<file path="config.mk">
export PLATFORM = sky130hd
export DESIGN_NAME = multicycle_ctrl
export DESIGN_NICKNAME = d
export VERILOG_FILES = /design/src/rtl/multicycle_ctrl.sv
export SDC_FILE = /design/constraint.sdc
export NUM_CORES = 1
export LEC_CHECK = 0
export ABC_AREA = 0
export CORE_MARGIN = 1.5
export CORE_UTILIZATION = 40
export CTS_CLUSTER_SIZE = 8
export DETAILED_ROUTE_END_ITERATION = 12
export PLACE_DENSITY_LB_ADDON = 0.1
export SLEW_MARGIN = 20
export SYNTH_ARGS = -nofsm -noshare
export SYNTH_HDL_FRONTEND = slang
export SYNTH_SLANG_ARGS = --single-unit
</file>
<file path="constraint.sdc">
create_clock -name clk -period 1.35 [get_ports clk]
set_input_delay 0.135 -clock clk [delete_from_list [all_inputs] [get_ports clk]]
set_output_delay 0.135 -clock clk [all_outputs]
set_load 0.02 [all_outputs]
</file>
<file path="src/rtl/multicycle_ctrl.sv">
// Multi-cycle sequencer for the 4-bit-opcode datapath. One memory port is shared
// between instruction fetch and LW/SW, and illegal opcodes or stalled memory trap to FAULT.
module multicycle_ctrl #(
    parameter int unsigned WAIT_MAX = 15
) (
    input  logic       clk,
    input  logic       rst,
    input  logic [3:0] opcode,
    input  logic       mem_ready,
    output logic       mem_req,
    output logic       mem_we,
    output logic       mem_sel,
    output logic       ir_write,
    output logic       pc_write,
    output logic       alu_src,
    output logic [4:0] alu_op,
    output logic       reg_dst,
    output logic       reg_write,
    output logic       mem_to_reg,
    output logic       instr_done,
    output logic       fault,
    output logic [2:0] state
);

    localparam int unsigned   CW         = (WAIT_MAX < 1) ? 1 : $clog2(WAIT_MAX + 1);
    localparam logic [CW-1:0] WAIT_LIMIT = CW'(WAIT_MAX);

    localparam logic [3:0] OP_NOP  = 4'b0000;
    localparam logic [3:0] OP_ADD  = 4'b0001;
    localparam logic [3:0] OP_ADDI = 4'b0010;
    localparam logic [3:0] OP_SUB  = 4'b0011;
    localparam logic [3:0] OP_AND  = 4'b0100;
    localparam logic [3:0] OP_OR   = 4'b0101;
    localparam logic [3:0] OP_LW   = 4'b1000;
    localparam logic [3:0] OP_SW   = 4'b1001;

    localparam logic [4:0] ALU_ADD = 5'b00010;
    localparam logic [4:0] ALU_SUB = 5'b01110;
    localparam logic [4:0] ALU_AND = 5'b00000;
    localparam logic [4:0] ALU_OR  = 5'b00001;

    typedef enum logic [2:0] {
        S_FETCH  = 3'd0,
        S_DECODE = 3'd1,
        S_EXEC   = 3'd2,
        S_MEM    = 3'd3,
        S_WB     = 3'd4,
        S_FAULT  = 3'd5
    } state_t;

    state_t        state_q;
    state_t        state_d;
    logic [3:0]    op_q;
    logic [CW-1:0] wait_cnt;
    logic          timeout;
    logic [4:0]    op_alu;
    logic          op_imm;
    logic          op_mem;

    // Datapath controls derived from the latched opcode, shared by EXEC/MEM/WB.
    always_comb begin
        case (op_q)
            OP_SUB:  op_alu = ALU_SUB;
            OP_AND:  op_alu = ALU_AND;
            OP_OR:   op_alu = ALU_OR;
            default: op_alu = ALU_ADD;
        endcase
        op_imm = (op_q == OP_ADDI) || (op_q == OP_LW) || (op_q == OP_SW);
        op_mem = (op_q == OP_LW) || (op_q == OP_SW);
    end

    // A ready in the limit cycle still completes the access normally.
    assign timeout = (WAIT_MAX != 0) && (wait_cnt == WAIT_LIMIT) && !mem_ready;

    // NOTE: sequential state uses non-blocking assignments so every register
    // samples pre-edge values, independent of statement order.
    always_ff @(posedge clk) begin
        if (rst) begin
            state_q  <= S_FETCH;
            op_q     <= '0;
            wait_cnt <= '0;
        end else begin
            state_q <= state_d;
            if (state_q == S_DECODE) begin
                op_q <= opcode;
            end
            if (state_d != state_q) begin
                wait_cnt <= '0;
            end else if (mem_req && !mem_ready && (wait_cnt != '1)) begin
                wait_cnt <= wait_cnt + CW'(1);
            end
        end
    end

    // NOTE: every output and state_d is defaulted first, so no path through the
    // case statement can leave a value unassigned and infer a latch.
    always_comb begin
        state_d    = state_q;
        mem_req    = 1'b0;
        mem_we     = 1'b0;
        mem_sel    = 1'b0;
        ir_write   = 1'b0;
        pc_write   = 1'b0;
        alu_src    = 1'b0;
        alu_op     = 5'b00000;
        reg_dst    = 1'b0;
        reg_write  = 1'b0;
        mem_to_reg = 1'b0;
        instr_done = 1'b0;
        fault      = 1'b0;
        state      = 3'd0;

        // Outputs are forced quiet while reset is held, even before the first edge.
        if (!rst) begin
            state = state_q;
            case (state_q)
                S_FETCH: begin
                    mem_req = 1'b1;
                    if (mem_ready) begin
                        ir_write = 1'b1;
                        pc_write = 1'b1;
                        state_d  = S_DECODE;
                    end else if (timeout) begin
                        state_d = S_FAULT;
                    end
                end
                S_DECODE: begin
                    case (opcode)
                        OP_NOP: begin
                            instr_done = 1'b1;
                            state_d    = S_FETCH;
                        end
                        OP_ADD, OP_ADDI, OP_SUB, OP_AND, OP_OR, OP_LW, OP_SW: begin
                            state_d = S_EXEC;
                        end
                        default: state_d = S_FAULT;
                    endcase
                end
                S_EXEC: begin
                    alu_op  = op_alu;
                    alu_src = op_imm;
                    state_d = op_mem ? S_MEM : S_WB;
                end
                S_MEM: begin
                    mem_req = 1'b1;
                    mem_sel = 1'b1;
                    mem_we  = (op_q == OP_SW);
                    alu_op  = op_alu;
                    alu_src = op_imm;
                    if (mem_ready) begin
                        if (op_q == OP_SW) begin
                            instr_done = 1'b1;
                            state_d    = S_FETCH;
                        end else begin
                            state_d = S_WB;
                        end
                    end else if (timeout) begin
                        state_d = S_FAULT;
                    end
                end
                S_WB: begin
                    alu_op     = op_alu;
                    alu_src    = op_imm;
                    reg_write  = 1'b1;
                    instr_done = 1'b1;
                    reg_dst    = !((op_q == OP_ADDI) || (op_q == OP_LW));
                    mem_to_reg = (op_q == OP_LW);
                    state_d    = S_FETCH;
                end
                S_FAULT: begin
                    fault = 1'b1;
                end
                default: state_d = S_FAULT;
            endcase
        end
    end

endmodule

</file>
Word level (Yosys, flattened, before mapping):

Cells that the tools add are included.

* $add $sub $neg: 1
* multiply operators: 0
* divide/modulo/power cells: 0
* magnitude comparators: 0
* equality and inequality tests: 21
* shifts and indexed selects: 0
* mux-type cells: 36
* bitwise operators: 0
* reductions and logical operators: 14

Operator list (count)
* $mux W1: 23
* $mux W3: 7
* $eq A4 B4 Y1 const B: 5
* $pmux W3 S6: 1
* $eq A4 B2 Y1 const B: 4
* $eq A4 B3 Y1 const B: 4
* $pmux W4 S3: 1
* $mux W5: 2
* $reduce_or A7 Y1: 1
* $eq A3 B2 Y1 const B: 2
* $eq A3 B3 Y1 const B: 2
* $pmux W3 S2: 1
* $add A4 B1 Y4 const B: 1
* $eq A4 B1 Y1 const B: 1
* $logic_not A4 Y1: 1
* $ne A4 B4 Y1 const B: 1
* $reduce_or A2 Y1: 2
* $eq A3 B1 Y1 const B: 1
* $logic_and A1 B1 Y1: 3
* $logic_not A3 Y1: 1
* $logic_or A1 B1 Y1: 3
* $ne A3 B3 Y1: 1
* $pmux W1 S3: 1
* $reduce_or A3 Y1: 1
* $logic_not A1 Y1: 2

* flip-flop bits (word level): 11
* latch bits: 0
* bits in writable memories: 0
* bits in read-only memories: 0
* bits of input ports: 7
* logic and storage cells: 75
* memories: 0

Depth between registers and ports, before layout:

Gate-level depths: netlist (run 1).

* depth after elaboration: 8
* gate-level depth with buffers: 7
* mapped depth without buffers: 5

Worst setup path after synthesis (run 1):

No wires, ideal clock.

* path type: flip-flop to output port
* start point: reg state_q[1]
* end point: out mem_to_reg
* arrival: 1807 ps
* required time: 1215 ps
* setup slack: -592 ps
* cell stages (with the launch flop): 5
* cells stage by stage: dfxtp_1 -> buf_2 -> buf_2 -> nor4_1 -> and3_2

* cells in the longest elaborated chain, start to end: 3

RTL lines
* start, declared: RTL line 51 `state_t state_q;`
* start signal, assigned: RTL line 83 `state_q <= state_d;`
* $eq A3 B3 Y1: RTL line 116 `case (state_q)`
* $mux W1: RTL line 116
* $mux W1: RTL line 114 `if (!rst) begin`
* end, declared: RTL line 19 `output logic mem_to_reg,`

Every way passes these cells.

Worst setup path in the final report (run 1):

* start point: reg op_q[2]
* end point: out instr_done

* cells in the longest elaborated chain, start to end: 5

RTL lines
* start, declared: RTL line 53 `logic [3:0] op_q;`
* start signal, assigned: RTL line 85 `op_q <= opcode;`
* $eq A4 B4 Y1: RTL line 151 `if (op_q == OP_SW) begin`
* $mux W1: RTL line 151
* $mux W1: RTL line 150 `if (mem_ready) begin`
* $pmux W1 S3: RTL line 116
* $mux W1: RTL line 114
* end, declared: RTL line 20 `output logic instr_done,`

Every way passes these cells.

==> results of run 1 <==
## logic make-up (layout without fill, tap and decap cells)
group / Yosys count / count (layout) / share of synthesized area [%]
and+or+nand+nor: 54 / 54 / 34.8
AOI/OAI and AO/OA: 20 / 20 / 17.2
buffers and inverters: 16 / 89 / 10.0
DFF: 11 / 11 / 23.8
muxes: 7 / 7 / 7.58
xor gates and xnor gates: 4 / 4 / 3.79
adders and majority gates: 2 / 2 / 2.44
other: 1 / 1 / 0.406
## cells in the final DEF (no fill, tap or decap), drive strengths merged, types with 2 or more instances in the layout
master | netlist | routed
a21oi | 5 | 5
a22o | 2 | 2
and3 | 5 | 5
buf | 10 | 75
clkbuf | 2 | 3
dfxtp | 11 | 11
dlygate4sd2 | 0 | 3
inv | 4 | 4
mux2i | 7 | 7
nand2 | 5 | 5
nand2b | 3 | 3
nand3b | 2 | 2
nand4 | 2 | 2
nor2 | 15 | 15
nor3 | 6 | 6
nor3b | 2 | 2
nor4 | 9 | 9
xnor2 | 2 | 2
xor2 | 2 | 2
## synth_stat cells (3+ instances only)
library cell / instances
inv_1: 4
nor4_1: 8
a21oi_1: 5
and3_2: 3
dfxtp_1: 11
mux2i_1: 7
buf_2: 5
nor3_1: 6
nor2_1: 15
buf_4: 3
nand2_1: 5
nand2b_1: 3
## report_power, final
part | total [mW] | switching (mW) | internal (mW)
logic | 1.10 | 0.529 | 0.575
registers | 0.399 | 0.0420 | 0.357
clock network | 0.245 | 0.134 | 0.110
total | 1.75 | 0.706 | 1.04
## state kept, by name (all words and copies together) (netlist names)
signal,count
op_q,4
state_q,3
wait_cnt,4
## per-layer routing
| layer | vias up | routed length (um) | global-route usage (%) |
|---|---|---|---|
| li1 | 564 | - | - |
| met1 | 593 | 1650 | 33.7 |
| met2 | 69 | 2020 | 48.1 |
| met3 | 22 | 233 | 6.43 |
| met4 | 0 | 182 | 15.8 |
| met5 | - | 0 | 0 |
## through the flow
step,cells,worst slack [ns]
finish,216,-0.322
global route,216,-0.361
CTS,209,-0.298
detailed placement,195,-0.937
global placement,195,-0.907
floorplan,115,-0.147
## area by class of cell
class,instances,area share [%]
multi-input cells,88,45.2
repair buffers,81,38.6
flip-flops and latches,11,12.0
well taps,28,1.80
clock buffers,3,1.16
inverters,4,1.03
clock inverters,1,0.257
## how the worst min path moves through the flow
stage | slack (ns) | cells after the start | end | from
after floorplan | 0.27 | 2 | op_q[0] | opcode[0]
after global placement | 0.53 | 2 | state_q[1] | state_q[2]
after detailed placement | 0.53 | 2 | state_q[1] | state_q[2]
after CTS | 0.27 | 3 | op_q[0] | opcode[0]
after global routing | 0.28 | 3 | op_q[0] | opcode[0]
final | 0.24 | 3 | op_q[0] | opcode[0]
## critical path: stages (launching register included)
cell and delay (ns):
dfxtp_2 0.34, nor3b_4 0.22, nand4_1 0.11, a211o_1 0.31, a21oi_4 0.15, buf_6 0.13
## timing repair
| action | in CTS | in global routing |
|---|---|---|
| buffers inserted | 12 | 9 |
| hold endpoints to repair | 0 | 0 |
| pin swaps | 22 | 10 |
| resized for setup | 146 | 31 |
| endpoints found under the setup margin | 29 | 28 |
==> flow_summary.toml, run 1 <==
[layout]
drive_gt1_share_pct = 70.7
antenna_cells = 0
area_growth_pct = 111
nNetsFinal = 197
fin_util_pct = 88.9
nFillCells = 105
multi_input_comb_area_um2 = 880
seq_area_um2 = 234
postLayoutCellArea_um2 = 1950

[pwr]
power.density_nw_per_um2 = 897
peakVddDrop_v = 0.00103
fin_total_pwr_mw = 1.75
power_leakage_nw = 0.803

[clock_network]
cts_hold_buf = 0
cts_buffers = 3
htreeDepth = 1
clkLatencyLatePin_ns = 0.29
root_buffer = "clkbuf_4"
clkSinkCount = 11
clockBufferDepth = 2
cts_tree = "yes"
clk_pin_slew_ns = 0.09

[timing]
fin_crit_ns = 1.67
max_freq_mhz = 598
setup_viol = 27
slew_viol_final = 0
rsz0062_at_grt = "true"
holdWs_ns = 0.245
fin_crit_sh_pct = 124
hold_violations = 0
fin_ws_ns = -0.322
tns_ns = -4.54
fin_skew_ns = 0.0169

[critical_path]
crit_arrival_ns = 1.54
r2r_setup_slack_ns = -0.24
r2r_end = "wait_cnt[2]"
crit_path_end_kind = "output port"
crit_type = "reg -> out"
worstPathMaxFanout = 2
crit_start = "op_q[2]"
setup.worst_path.end = "instr_done"
start_kind = "register"
rr_worst_depth = 6
cp_data_required_time_ns = 1.22
r2r_start = "state_q[0]"

[placement]
portBuffers = 24
post-dp-hpwl_um = 2180
place_area_um2 = 1540
gp_routability_congestion = 0.782

[outcome]
violations = "setup timing"
outcome = "finished with violations"

[synthesis]
synth_area_um2 = 925
synth_nets = 123
synth_top_cell_by_area = "dfxtp_1"
synth-seq-area-share_pct = 23.8
synth-edff-count = 0
ys_ff_latch = 11
synth.top_cell.area_share_pct = 23.8
synth-async-reset-ratio_pct = 0
yosys_warnings = 0
avgSynthCellArea_um2 = 8.04
synth.distinct_cells = 44
synthCells = 115
synthFlopType = "dfxtp_1"
synthTopCellsByArea = "dfxtp_1 (24%), mux2i_1 (7.6%), nor2_1 (6.1%), nor4_1 (5.4%), nor3_1 (3.2%)"

[routing]
ant_nets = 0
wl_per_cell_um = 18.9
via_count = 1248
drc_errors = 0
detail_route.first_pass.iterations = 4
routed_wl_um = 4090
routed_via_density = 5.78
drt_iter0_drc = 39

[floorplanning]
ios = 26
core-area_um2 = 2190
fp-row-count = 17
initial_core_util_pct = 42.2
die_y_um = 51.1
dieArea_um2 = 2610
die_w_um = 51.1

[grt]
track_usage_pct = 28.7
grt_max_degree = 11
antenna_found_initial = 0
grt_pass1_vias = 1199
gr-total-overflow = 0
grt_first_pass_wirelength_um = 5560

[job]
drv_cap = 0

[min_path]
hold_path_class = "in -> reg"
No activity file was read; power rests on OpenSTA's default activity.
==> run 2, diff against run 1 <==
--- a/config.mk
+++ b/config.mk
@@ -10,6 +10,7 @@
 export CORE_UTILIZATION = 40
 export CTS_CLUSTER_SIZE = 8
 export DETAILED_ROUTE_END_ITERATION = 12
+export GPL_TIMING_DRIVEN = 0
 export PLACE_DENSITY_LB_ADDON = 0.1
 export SLEW_MARGIN = 20
 export SYNTH_ARGS = -nofsm -noshare
==> flow_summary.toml, run 2 (synthesized netlist as in run 1, its figures left out) <==
[outcome]
outcome = "finished with violations"
violations = "setup timing"

[clock_network]
htreeDepth = 1
clockBufferDepth = 2
cts_hold_buf = 0
clk_pin_slew_ns = 0.09
clkLatencyLatePin_ns = 0.28
cts_tree = "yes"
clkSinkCount = 11
cts_buffers = 3
root_buffer = "clkbuf_4"

[routing]
routed_wl_um = 3660
drc_errors = 0
detail_route.first_pass.iterations = 4
drt_iter0_drc = 27
via_count = 1134
ant_nets = 0
routed_via_density = 5.64
wl_per_cell_um = 18.2

[layout]
antenna_cells = 0
nFillCells = 126
final-instance-count-excl-fill = 201
top_regs = "op_q: 4 flops, wait_cnt: 4 flops, state_q: 3 flops"
layout_commonest_cell = "buf_6"
nNetsFinal = 182
drive_gt1_share_pct = 67.1
final_cell_mix = "buf_6 (27), buf_4 (25), nor2_1 (11)"
area_growth_pct = 104

[placement]
post-dp-hpwl_um = 1820
portBuffers = 23
pre_cts_slack_ns = -1.11
gp_routability_congestion = 0.878
place_inst = 166

[floorplanning]
die_y_um = 51.1
ios = 26
dieArea_um2 = 2610
initial_core_util_pct = 42.2
core-area_um2 = 2190
fp-row-count = 17
die_w_um = 51.1

[grt]
gr-total-overflow = 0
grt_max_degree = 11
track_usage_pct = 26.7
grt_pass1_vias = 1096
antenna_found_initial = 0
grt_first_pass_wirelength_um = 5200

[timing]
max_freq_mhz = 571
rsz0062_at_grt = "true"
fin_crit_sh_pct = 130
fin_crit_ns = 1.75
holdWs_ns = 0.258
fin_skew_ns = 0.00902
tns_ns = -6.10
setup_viol = 27
fin_ws_ns = -0.400
slew_viol_final = 0
hold_violations = 0

[min_path]
worst_hold_startpoint = "rst"
hold_path_class = "in -> reg"

[critical_path]
crit_type = "reg -> out"
crit_start = "state_q[0]"
worstPathMaxFanout = 3
cp_data_required_time_ns = 1.22
crit_path_end_kind = "output port"
crit_arrival_ns = 1.62
r2r_setup_slack_ns = -0.29
start_kind = "register"
r2r_start = "state_q[0]"

[pwr]
peakVddDrop_v = 0.000702
power_leakage_nw = 0.731
power.density_nw_per_um2 = 904

[job]
drv_cap = 0
run 2: cell types whose count changed in the layout (fill, tap and decap cells not counted), moves of 2 or more:
cell      before  now
buf_4         44   25
clkbuf_2       0    3
dfxtp_2        5    3
dfxtp_4        2    5
inv_4          2    0
nor2_1         9   11
nor3_2         3    1
nor4_1         2    0
nor4_4         4    7
run 2: stage by stage:
step / utilization [%] / total power [mW] / cell area [um^2]
2_1_floorplan: - / 0.836 / 1070
3_3_place_gp: 61.0 / 0.985 / 1340
3_5_place_dp: 61.0 / 0.995 / 1340
4_1_cts: 74.6 / 1.45 / 1630
5_1_grt: 86.1 / 1.77 / 1890
6_report: 86.1 / 1.70 / 1890
run 2: worst paths after layout:
check	endpoint	cells past startpoint
max	alu_op[3]	7
min	state_q[0]	2
min reg2reg	op_q[1]	2
max reg2reg	wait_cnt[2]	7
run 2: report_power, final:
part	total, mW	internal [mW]	switching [mW]
logic	1.06	0.530	0.530
registers	0.396	0.357	0.0389
clock network	0.247	0.110	0.137
run 2: layout make-up:
cell class              count  area (um^2)  share of cell area [%]
repair buffers             57          546                    28.9
flip-flops and latches     11          243                    12.9
clock inverters             1         5.00                   0.265
clock buffers               3         22.5                    1.19
plain buffers               9          105                    5.57
well taps                  28         35.0                    1.86
multi-input cells          88          911                    48.3
inverters                   4         18.8                   0.995
run 2: repair_timing:
action                                  4_1_cts  5_1_grt
pin swaps                                    20       16
gates resized for setup                     134       38
buffers inserted                             20       15
endpoints found under the setup margin       24       29
run 2: per-layer routing:
layer / wire [um] / part of all wire (%) / track usage, % / up-vias
li1: - / - / - / 534
met1: 1570 / 43 / 32.0 / 564
met2: 1910 / 52 / 47.8 / 28
met3: 110 / 3.0 / 4.39 / 8
met4: 69 / 1.9 / 9.01 / 0
met5: 0 / 0 / 0 / -
run 2: critical path, cell delays in order, from the launching register on:
cell     delay, ns
dfxtp_4       0.37
buf_8         0.12
nor2_4        0.12
nand2_2       0.09
a21o_4        0.25
nor3_4        0.16
buf_6         0.12
buf_6         0.10
==> run 3, diff against run 2 <==
--- a/config.mk
+++ b/config.mk
@@ -10,6 +10,7 @@
 export CORE_UTILIZATION = 40
 export CTS_CLUSTER_SIZE = 8
 export DETAILED_ROUTE_END_ITERATION = 12
+export GPL_ROUTABILITY_DRIVEN = 0
 export GPL_TIMING_DRIVEN = 0
 export PLACE_DENSITY_LB_ADDON = 0.1
 export SLEW_MARGIN = 20
==> flow_summary.toml, run 3 (synthesized netlist as in run 1, its figures left out) <==
[grt]
antenna_found_initial = 0
track_usage_pct = 26.5
gr-total-overflow = 0
grt_pass1_vias = 1066
grt_max_degree = 11
grt_first_pass_wirelength_um = 5130

[timing]
fin_crit_sh_pct = 130
holdWs_ns = 0.272
fin_skew_ns = 0.0165
tns_ns = -5.71
rsz0062_at_grt = "true"
max_freq_mhz = 571
fin_crit_ns = 1.75
hold_violations = 0
fin_ws_ns = -0.401
setup_viol = 27
slew_viol_final = 0

[critical_path]
r2r_end = "wait_cnt[1]"
r2r_start = "state_q[1]"
setup.worst_path.end = "instr_done"
start_kind = "input pin"
cp_data_required_time_ns = 1.22
crit_start = "opcode[1]"
crit_arrival_ns = 1.62
worstPathMaxFanout = 3
rr_worst_depth = 8
crit_path_end_kind = "output port"
crit_type = "in -> out"
r2r_setup_slack_ns = -0.30

[clock_network]
cts_tree = "yes"
cts_buffers = 3
htreeDepth = 1
root_buffer = "clkbuf_4"
clkSinkCount = 11
clockBufferDepth = 2
clk_pin_slew_ns = 0.09
clkLatencyLatePin_ns = 0.29

[pwr]
peakVddDrop_v = 0.000720
fin_total_pwr_mw = 1.64
power_leakage_nw = 0.705
power.density_nw_per_um2 = 893

[floorplanning]
die_w_um = 51.1
fp-row-count = 17
core-area_um2 = 2190
initial_core_util_pct = 42.2
ios = 26
dieArea_um2 = 2610
die_y_um = 51.1

[routing]
ant_nets = 0
routed_via_density = 5.82
drt_iter0_drc = 33
wl_per_cell_um = 18.8
highest_layer = "met4"
detail_route.first_pass.iterations = 4
via_count = 1153
drc_errors = 0
wl_met1_um = 1560
wl_met3_um = 225
routed_wl_um = 3730
wl_met2_um = 1850

[layout]
antenna_cells = 0
area_growth_pct = 99.1
layout_commonest_cell = "buf_6"
drive_gt1_share_pct = 64.7
final_cell_mix = "buf_6 (25), buf_4 (24), nor2_1 (10)"
final-instance-count-excl-fill = 198
postLayoutCellArea_um2 = 1840
top_regs = "op_q: 4 flops, wait_cnt: 4 flops, state_q: 3 flops"
nNetsFinal = 179

[placement]
place_inst = 166
portBuffers = 23
post-dp-hpwl_um = 1790
place_area_um2 = 1340

[job]
drv_cap = 0

[outcome]
violations = "setup timing"
outcome = "finished with violations"

[min_path]
hold_path_class = "in -> reg"
-- run 3: cell types whose count changed in the layout (fill, tap and decap cells not counted), moves of 2 or more --
cell,before,now
buf_6,27,25
nor2_2,1,3
and3_4,2,4
and3_2,2,0
-- run 3: repair_timing --
item / CTS / global route
hold buffers: 0 / 0
resized for setup: 139 / 29
endpoints found under the setup margin: 24 / 29
setup buffers: 23 / 11
pin swaps: 24 / 20
-- run 3: metal layers --
metal  up-vias  track usage (%)
li1        528                -
met1       560             34.0
met2        51             44.4
met3        14             5.56
met4         0             8.11
met5         -                0
-- run 3: final cells by class --
type                       count  area [um^2]
clock buffer                   4         26.3
fill                         131          350
tap                           28         35.0
timing repair buffer          54          517
multi-input combinational     88          901
sequential                    11          243
inverter                       4         18.8
buffer                         9          100
-- run 3: critical path, cell delays in order --
cell,delay [ns]
clkdlybuf4s50_1,0.48
nor4_4,0.29
nand2_1,0.11
a211o_1,0.33
a21oi_4,0.13
buf_6,0.13
-- run 3: worst min path at each step --
| stage | start | to | slack (ns) | depth (start not counted) |
|---|---|---|---|---|
| 4_1_cts | rst | state_q[0] | 0.28 | 2 |
| 3_5_place_dp | wait_cnt[1] | wait_cnt[1] | 0.57 | 2 |
| 6_report | rst | state_q[0] | 0.27 | 2 |
| 2_1_floorplan | opcode[0] | op_q[0] | 0.27 | 2 |
| 3_3_place_gp | wait_cnt[1] | wait_cnt[1] | 0.55 | 2 |
| 5_1_grt | rst | state_q[0] | 0.29 | 2 |
-- run 3: report_power, final --
group / internal, mW / leakage, nW / switching (mW)
clock network: 0.115 / 0.0150 / 0.132
registers: 0.357 / 0.0945 / 0.0424
logic: 0.494 / 0.595 / 0.503
-- run 3: through the flow --
stage	setup WS, ns	utilization, %
floorplan	-0.147	-
global placement	-1.12	61.0
detailed placement	-1.09	61.0
CTS	-0.372	76.3
global route	-0.478	84.0
finish	-0.401	84.0
